File: config.mk
export PLATFORM = sky130hd
export DESIGN_NAME = pixel_writer
export DESIGN_NICKNAME = d
export VERILOG_FILES = /design/src/rtl/pixel_writer_pkg.sv /design/src/rtl/pixel_addr_gen.sv /design/src/rtl/pixel_writer.sv
export SDC_FILE = /design/constraint.sdc
export NUM_CORES = 1
export LEC_CHECK = 0
export CORE_MARGIN = 2
export CORE_UTILIZATION = 51
export CTS_BUF_LIST = sky130_fd_sc_hd__clkbuf_4 sky130_fd_sc_hd__clkbuf_8
export DETAILED_ROUTE_END_ITERATION = 10
export GPL_TIMING_DRIVEN = 0
export HOLD_SLACK_MARGIN = 0.05
export MAX_ROUTING_LAYER = met4
export PLACE_DENSITY_LB_ADDON = 0.3
export RECOVER_POWER = 100
export SETUP_SLACK_MARGIN = 0.1
export SLEW_MARGIN = 0
export SYNTH_ARGS = -nofsm -noshare
export SYNTH_HDL_FRONTEND = slang
export SYNTH_SLANG_ARGS = --single-unit
File: constraint.sdc
create_clock -name clock -period 3.8 [get_ports clock]
set_input_delay 0.76 -clock clock [delete_from_list [all_inputs] [get_ports clock]]
set_output_delay 0.76 -clock clock [all_outputs]
set_load 0.05 [all_outputs]
File: src/rtl/pixel_writer_pkg.sv
// Shared types and constants for the pixel write path: pixel record, writer
// state encoding and the half-word lane select helper.
package pixel_writer_pkg;

    localparam int PIXEL_BYTES_LOG2 = 1;

    localparam int DEF_ROW_BITS   = 8;
    localparam int DEF_COL_BITS   = 8;
    localparam int DEF_PIXEL_BITS = 16;

    typedef struct packed {
        logic [DEF_ROW_BITS-1:0]   row;
        logic [DEF_COL_BITS-1:0]   col;
        logic [DEF_PIXEL_BITS-1:0] color;
    } pixel_t;

    typedef enum logic {
        IDLE = 1'b0,
        RUN  = 1'b1
    } pw_state_e;

    // A 16-bit pixel occupies the upper or lower half of the 32-bit bus word.
    function automatic logic [3:0] lane_enable(input logic upper_half);
        if (upper_half) begin
            return 4'b1100;
        end else begin
            return 4'b0011;
        end
    endfunction

endpackage

File: src/rtl/pixel_addr_gen.sv
// Combinational pixel address unit: base/row/col to word address, byte lanes
// and in-frame flag. Shared by the writer and any future pixel reader.
module pixel_addr_gen
    import pixel_writer_pkg::*;
#(
    parameter int TOTAL_ROWS      = 192,
    parameter int TOTAL_COLS      = 256,
    parameter int ROW_STRIDE_LOG2 = 9,
    parameter int RW              = 8,
    parameter int CW              = 8
) (
    input  logic [31:0]   base,
    input  logic [RW-1:0] row,
    input  logic [CW-1:0] col,
    output logic [31:0]   address,
    output logic [3:0]    byteenable,
    output logic          inrange
);

    logic [31:0] row_off_s;
    logic [31:0] col_off_s;
    logic [31:0] sum_s;
    logic        unused_lsb_s;

    // Byte address sum wraps modulo 2^32; the bus sees the word address and
    // selects the half-word through byteenable.
    always_comb begin
        row_off_s    = 32'($unsigned(row)) << ROW_STRIDE_LOG2;
        col_off_s    = 32'($unsigned(col)) << PIXEL_BYTES_LOG2;
        sum_s        = base + row_off_s + col_off_s;
        address      = {sum_s[31:2], 2'b00};
        byteenable   = lane_enable(sum_s[1]);
        inrange      = (32'($unsigned(row)) < 32'($unsigned(TOTAL_ROWS))) &&
                       (32'($unsigned(col)) < 32'($unsigned(TOTAL_COLS)));
        unused_lsb_s = sum_s[0];
    end

endmodule

File: src/rtl/pixel_writer.sv
// Render pipeline back end: takes shaded pixels over valid/ready, writes them
// to the frame buffer through Avalon-MM master m1, and signals frame completion.
module pixel_writer
    import pixel_writer_pkg::*;
#(
    parameter  int TOTAL_ROWS      = 192,
    parameter  int TOTAL_COLS      = 256,
    parameter  int PIXEL_BITS      = 16,
    parameter  int ROW_STRIDE_LOG2 = 9,
    localparam int RW              = $clog2(TOTAL_ROWS),
    localparam int CW              = $clog2(TOTAL_COLS)
) (
    input  logic                  clock,
    input  logic                  reset,
    input  logic                  start,
    input  logic [31:0]           pixel_buffer,
    input  logic                  pix_valid,
    output logic                  pix_ready,
    input  logic [RW-1:0]         pix_row,
    input  logic [CW-1:0]         pix_col,
    input  logic [PIXEL_BITS-1:0] pix_color,
    output logic [31:0]           m1_address,
    output logic [31:0]           m1_writedata,
    output logic [3:0]            m1_byteenable,
    output logic                  m1_write,
    input  logic                  m1_waitrequest,
    output logic                  busy,
    output logic                  frame_done,
    output logic [31:0]           pixel_count
);

    localparam logic [31:0] FRAME_PIXELS = 32'(TOTAL_ROWS * TOTAL_COLS);

    pw_state_e   state_r;
    pw_state_e   state_next_s;

    logic [31:0] base_r;
    logic [31:0] count_r;
    logic        last_pending_r;
    logic        done_r;

    logic        full_r;
    logic        inrange_r;
    logic [31:0] addr_r;
    logic [31:0] data_r;
    logic [3:0]  be_r;

    logic [31:0] gen_addr_s;
    logic [3:0]  gen_be_s;
    logic        gen_inrange_s;

    logic        arm_s;
    logic        retire_s;
    logic        final_retire_s;
    logic        ready_s;
    logic        accept_s;
    logic        completes_s;

    pixel_addr_gen #(
        .TOTAL_ROWS      (TOTAL_ROWS),
        .TOTAL_COLS      (TOTAL_COLS),
        .ROW_STRIDE_LOG2 (ROW_STRIDE_LOG2),
        .RW              (RW),
        .CW              (CW)
    ) u_addr_gen (
        .base       (base_r),
        .row        (pix_row),
        .col        (pix_col),
        .address    (gen_addr_s),
        .byteenable (gen_be_s),
        .inrange    (gen_inrange_s)
    );

    // Handshake and retire qualifiers; ready looks through a retiring entry so
    // capture and retire can share an edge.
    always_comb begin
        arm_s          = (state_r == IDLE) && start;
        retire_s       = full_r && (!inrange_r || !m1_waitrequest);
        final_retire_s = retire_s && ((count_r + 32'd1) == FRAME_PIXELS);
        ready_s        = (state_r == RUN) && (!full_r || retire_s) && !last_pending_r;
        accept_s       = pix_valid && ready_s;
        completes_s    = (count_r + 32'($unsigned(full_r)) + 32'd1) == FRAME_PIXELS;
    end

    // Frame state next-state logic.
    always_comb begin
        state_next_s = state_r;
        case (state_r)
            IDLE: begin
                if (start) begin
                    state_next_s = RUN;
                end else begin
                    state_next_s = IDLE;
                end
            end
            RUN: begin
                if (final_retire_s) begin
                    state_next_s = IDLE;
                end else begin
                    state_next_s = RUN;
                end
            end
            default: state_next_s = IDLE;
        endcase
    end

    // Frame state register.
    always_ff @(posedge clock) begin
        if (reset) begin
            state_r <= IDLE;
        end else begin
            state_r <= state_next_s;
        end
    end

    // Frame base, retire counter, last-pixel guard and completion pulse.
    always_ff @(posedge clock) begin
        if (reset) begin
            base_r         <= 32'd0;
            count_r        <= 32'd0;
            last_pending_r <= 1'b0;
            done_r         <= 1'b0;
        end else begin
            done_r <= final_retire_s;
            if (arm_s) begin
                base_r         <= pixel_buffer;
                count_r        <= 32'd0;
                last_pending_r <= 1'b0;
            end else begin
                if (retire_s) begin
                    count_r <= count_r + 32'd1;
                end
                if (final_retire_s) begin
                    last_pending_r <= 1'b0;
                end else if (accept_s && completes_s) begin
                    last_pending_r <= 1'b1;
                end
            end
        end
    end

    // One-entry holding register; bus fields stay frozen while stalled.
    always_ff @(posedge clock) begin
        if (reset) begin
            full_r    <= 1'b0;
            inrange_r <= 1'b0;
            addr_r    <= 32'd0;
            data_r    <= 32'd0;
            be_r      <= 4'b0000;
        end else if (accept_s) begin
            full_r    <= 1'b1;
            inrange_r <= gen_inrange_s;
            addr_r    <= gen_addr_s;
            data_r    <= {pix_color, pix_color};
            be_r      <= gen_be_s;
        end else if (retire_s) begin
            full_r    <= 1'b0;
        end
    end

    assign pix_ready     = ready_s;
    assign m1_address    = addr_r;
    assign m1_writedata  = data_r;
    assign m1_byteenable = be_r;
    assign m1_write      = full_r && inrange_r;
    assign busy          = (state_r == RUN);
    assign frame_done    = done_r;
    assign pixel_count   = count_r;

endmodule
==> reports/metrics.cfg <==
[logic_synthesis]
yosysSeqAreaShare = 0.343
synth_top_area_share = 0.343
yosys.area_share.simple = 0.296
synthAdderAreaFrac = 0.0381
synth_top_family_by_area = simple AND/OR/NAND/NOR gates
synthFlopType = dfxtp_1
ys_top_cells_by_area = dfxtp_1 (34%), nand2_1 (8.9%), a21oi_1 (5.8%), xnor2_1 (4.9%), nor2_1 (4.2%)
avgSynthCellArea_um2 = 7.61
synth-async-reset-ratio = 0
synth_area_um2 = 6770
synth_xor_area_frac = 0.0802
synthMuxAreaShare = 0.00739
synth_seq_cells = 116
ys_types = 68
synth-edff-count = 0
yosysMostFrequentCell = nand2_1
ys_top_cells_by_count = nand2_1 (160), dfxtp_1 (116), a21oi_1 (79), nor2_1 (75), xnor2_1 (38)
synth_area_leader_cell = dfxtp_1
synth_compound_area_frac = 0.164
synth_cells = 890
synth_warnings = 0

[clock_network]
clock_path_buffers = 2
cts_tree = built
root_buffer = clkbuf_8
cts.sinks = 116
cts_htree_levels = 4
post_cts.repair.setup_buffers = 0
ctsHoldBuffers = 0
cts.clk_slew.worst_paths_ns = 0.07
clk_latency_ns = 0.45
cts_resized = 0
cts_buffers = 17

[sta]
maxSlewViolCount = 0
hold_viol = 0
rsz0062_at_grt = no
fin_skew_ns = 0.0155
setup_viol = 0
tightest_slew_ns = 0.975
fin_crit_sh = 0.914
holdWs_ns = 0.448
timing.fmax_mhz = 288
fin_tns_setup_ns = 0
relSlewSlack = 0.344
period_needed_ns = 3.47

[die]
dieArea_um2 = 14200
coreArea_um2 = 13100
io_pins = 173
die_w_um = 119
core.rowCount = 42
initial_core_util = 0.517
die_height_um = 119

[worst_setup_path]
cpMostUsedCell = a311o_1
worst_setup_path_end_kind = register
worstRegToRegCells = 8
slowest_stage = dlygate4sd3_1
critPathRequiredTime_ns = 4.13
critPathKind = input pin to register
crit-reg2reg-launch = pixel_count[2]
r2r_end = frame_done
arrival_ns = 3.80
r2r_setup_slack_ns = 0.35
critPathTopFamily = compound AO/OA/AOI/OAI gates
crit_buf_inv = 1
path_cells = dlygate4sd3_1, ha_1, fa_1, a211oi_1, o21bai_1, a211o_1, a311o_1, a21oi_1, nor4_1, a311o_1
slowest_delay_ns = 0.58
path_max_fanout = 3
critPathLaunchType = input pin

[cells_and_area]
utilization = 0.698
fin_nets = 1168
num-fill-cells = 1052
fin_cells = 1268
diodes = 0
layout-drive-gt1-share = 0.0751
area_growth_pct = 34.8
stdcell_area_um2 = 9130

[power]
combPwrFrac = 0.173
power.internal_mw = 2.21
power_density_nw_per_um2 = 338
ir_worst_vdd_mv = 0.242
seq_power_share = 0.422
switching_power_mw = 0.870
swShare = 0.282
clockPowerShare = 0.405
p_leak_nw = 3.53

[detailed_routing]
ant_nets = 0
wl_per_cell_um = 16.5
drt_pass1_iterations = 5
wirelength_um = 21000
vias = 7174
drc = 0
vias_per_cell = 5.66
drt_iter0_drc = 494

[hold_path]
hold_depth = 2
hp-class = register to register
min_to = m1_address[9]
hp-start = m1_address[9]

[place]
place.gp.congestion = 0.952
port_buffers = 169
dpl_cell_area_um2 = 8680
place_inst = 1236
place_hpwl_um = 15700

[grt]
grt_usage = 0.305
grt-ovfl-total = 0
first_global_vias = 6867
grt_first_pass_wirelength_um = 33700
grt_max_degree = 17
antenna_found_initial = 0

[job]
max_cap_viol_count = 0

[run_status]
status = completed

-- final cells by class --
cell class,count,area [µm²],area share
plain buffers,82,423,0.0463
clock buffers,25,319,0.0350
clock inverters,7,120,0.0132
inverters,14,52.6,0.00576
multi-input cells,679,3980,0.436
flip-flops and latches,116,2320,0.254
well taps,176,220,0.0241
repair buffers,169,1690,0.185
-- flip-flops by register name, indices dropped and copies added, names as in the netlist --
register	cells
frame_done	1
m1_writedata	16
m1_byteenable	2
last_pending_r	1
pixel_count	32
m1_address	30
inrange_r	1
base_r	31
busy	1
full_r	1
-- kinds of logic after synthesis --
family | Yosys count
AO/OA/AOI/OAI | 180
XOR/XNOR | 62
adder cells (fa/ha/maj) | 20
buffers and inverters | 96
flip-flops | 116
multiplexers | 5
other | 1
AND/OR/NAND/NOR | 410
-- cell usage in the layout (no fill, tap or decap), drive strengths merged, types with 24 or more instances in the layout --
master and count:
clkbuf 69, o21ai 30, dlygate4sd3 106, nand2 161
nand3 34, clkdlybuf4s50 63, nand4 26, nor2 75
xor2 24, nor3 29, buf 38, a21oi 79
dfxtp 116, xnor2 38
-- per-layer routing --
metal / vias up / track usage / routed length, µm
li1: 3499 / - / -
met1: 3321 / 0.360 / 8520
met2: 291 / 0.496 / 10200
met3: 63 / 0.0637 / 1410
met4: 0 / 0.146 / 779
met5: - / - / 0
-- power groups by stage --
stage | clock, mW | combinational, mW | sequential (mW)
finish | 1.25 | 0.533 | 1.30
global route | 1.33 | 0.572 | 1.31
CTS | 1.27 | 0.546 | 1.30
detailed placement | 0 | 0.542 | 1.33
global placement | 0 | 0.536 | 1.33
floorplan | 0 | 0.241 | 1.42
-- worst register-to-register path, delay by kind of cell, from the launching register on --
kind	cells	cell delay, ns
flops	1	0.36
mux	1	0.17
buf+inv	1	0.37
simple gates	6	2.47
-- through the flow --
step	setup WS (ns)	total power, mW
after floorplan	0.637	1.66
after global placement	0.0479	1.86
after detailed placement	0.0498	1.87
after CTS	0.266	3.11
after global routing	0.204	3.21
final	0.325	3.09
-- worst max-delay path by stage --
stage / start / to / slack, ns / depth (start not counted)
detailed placement: pix_col[0] / m1_address[15] / 0.05 / 10
global placement: pix_col[0] / m1_address[15] / 0.05 / 10
finish: pix_col[0] / m1_address[15] / 0.33 / 10
global route: pixel_count[2] / frame_done / 0.20 / 8
CTS: pixel_count[2] / frame_done / 0.27 / 8
floorplan: pixel_count[5] / frame_done / 0.64 / 8
Power figures use the tool's default switching activity.
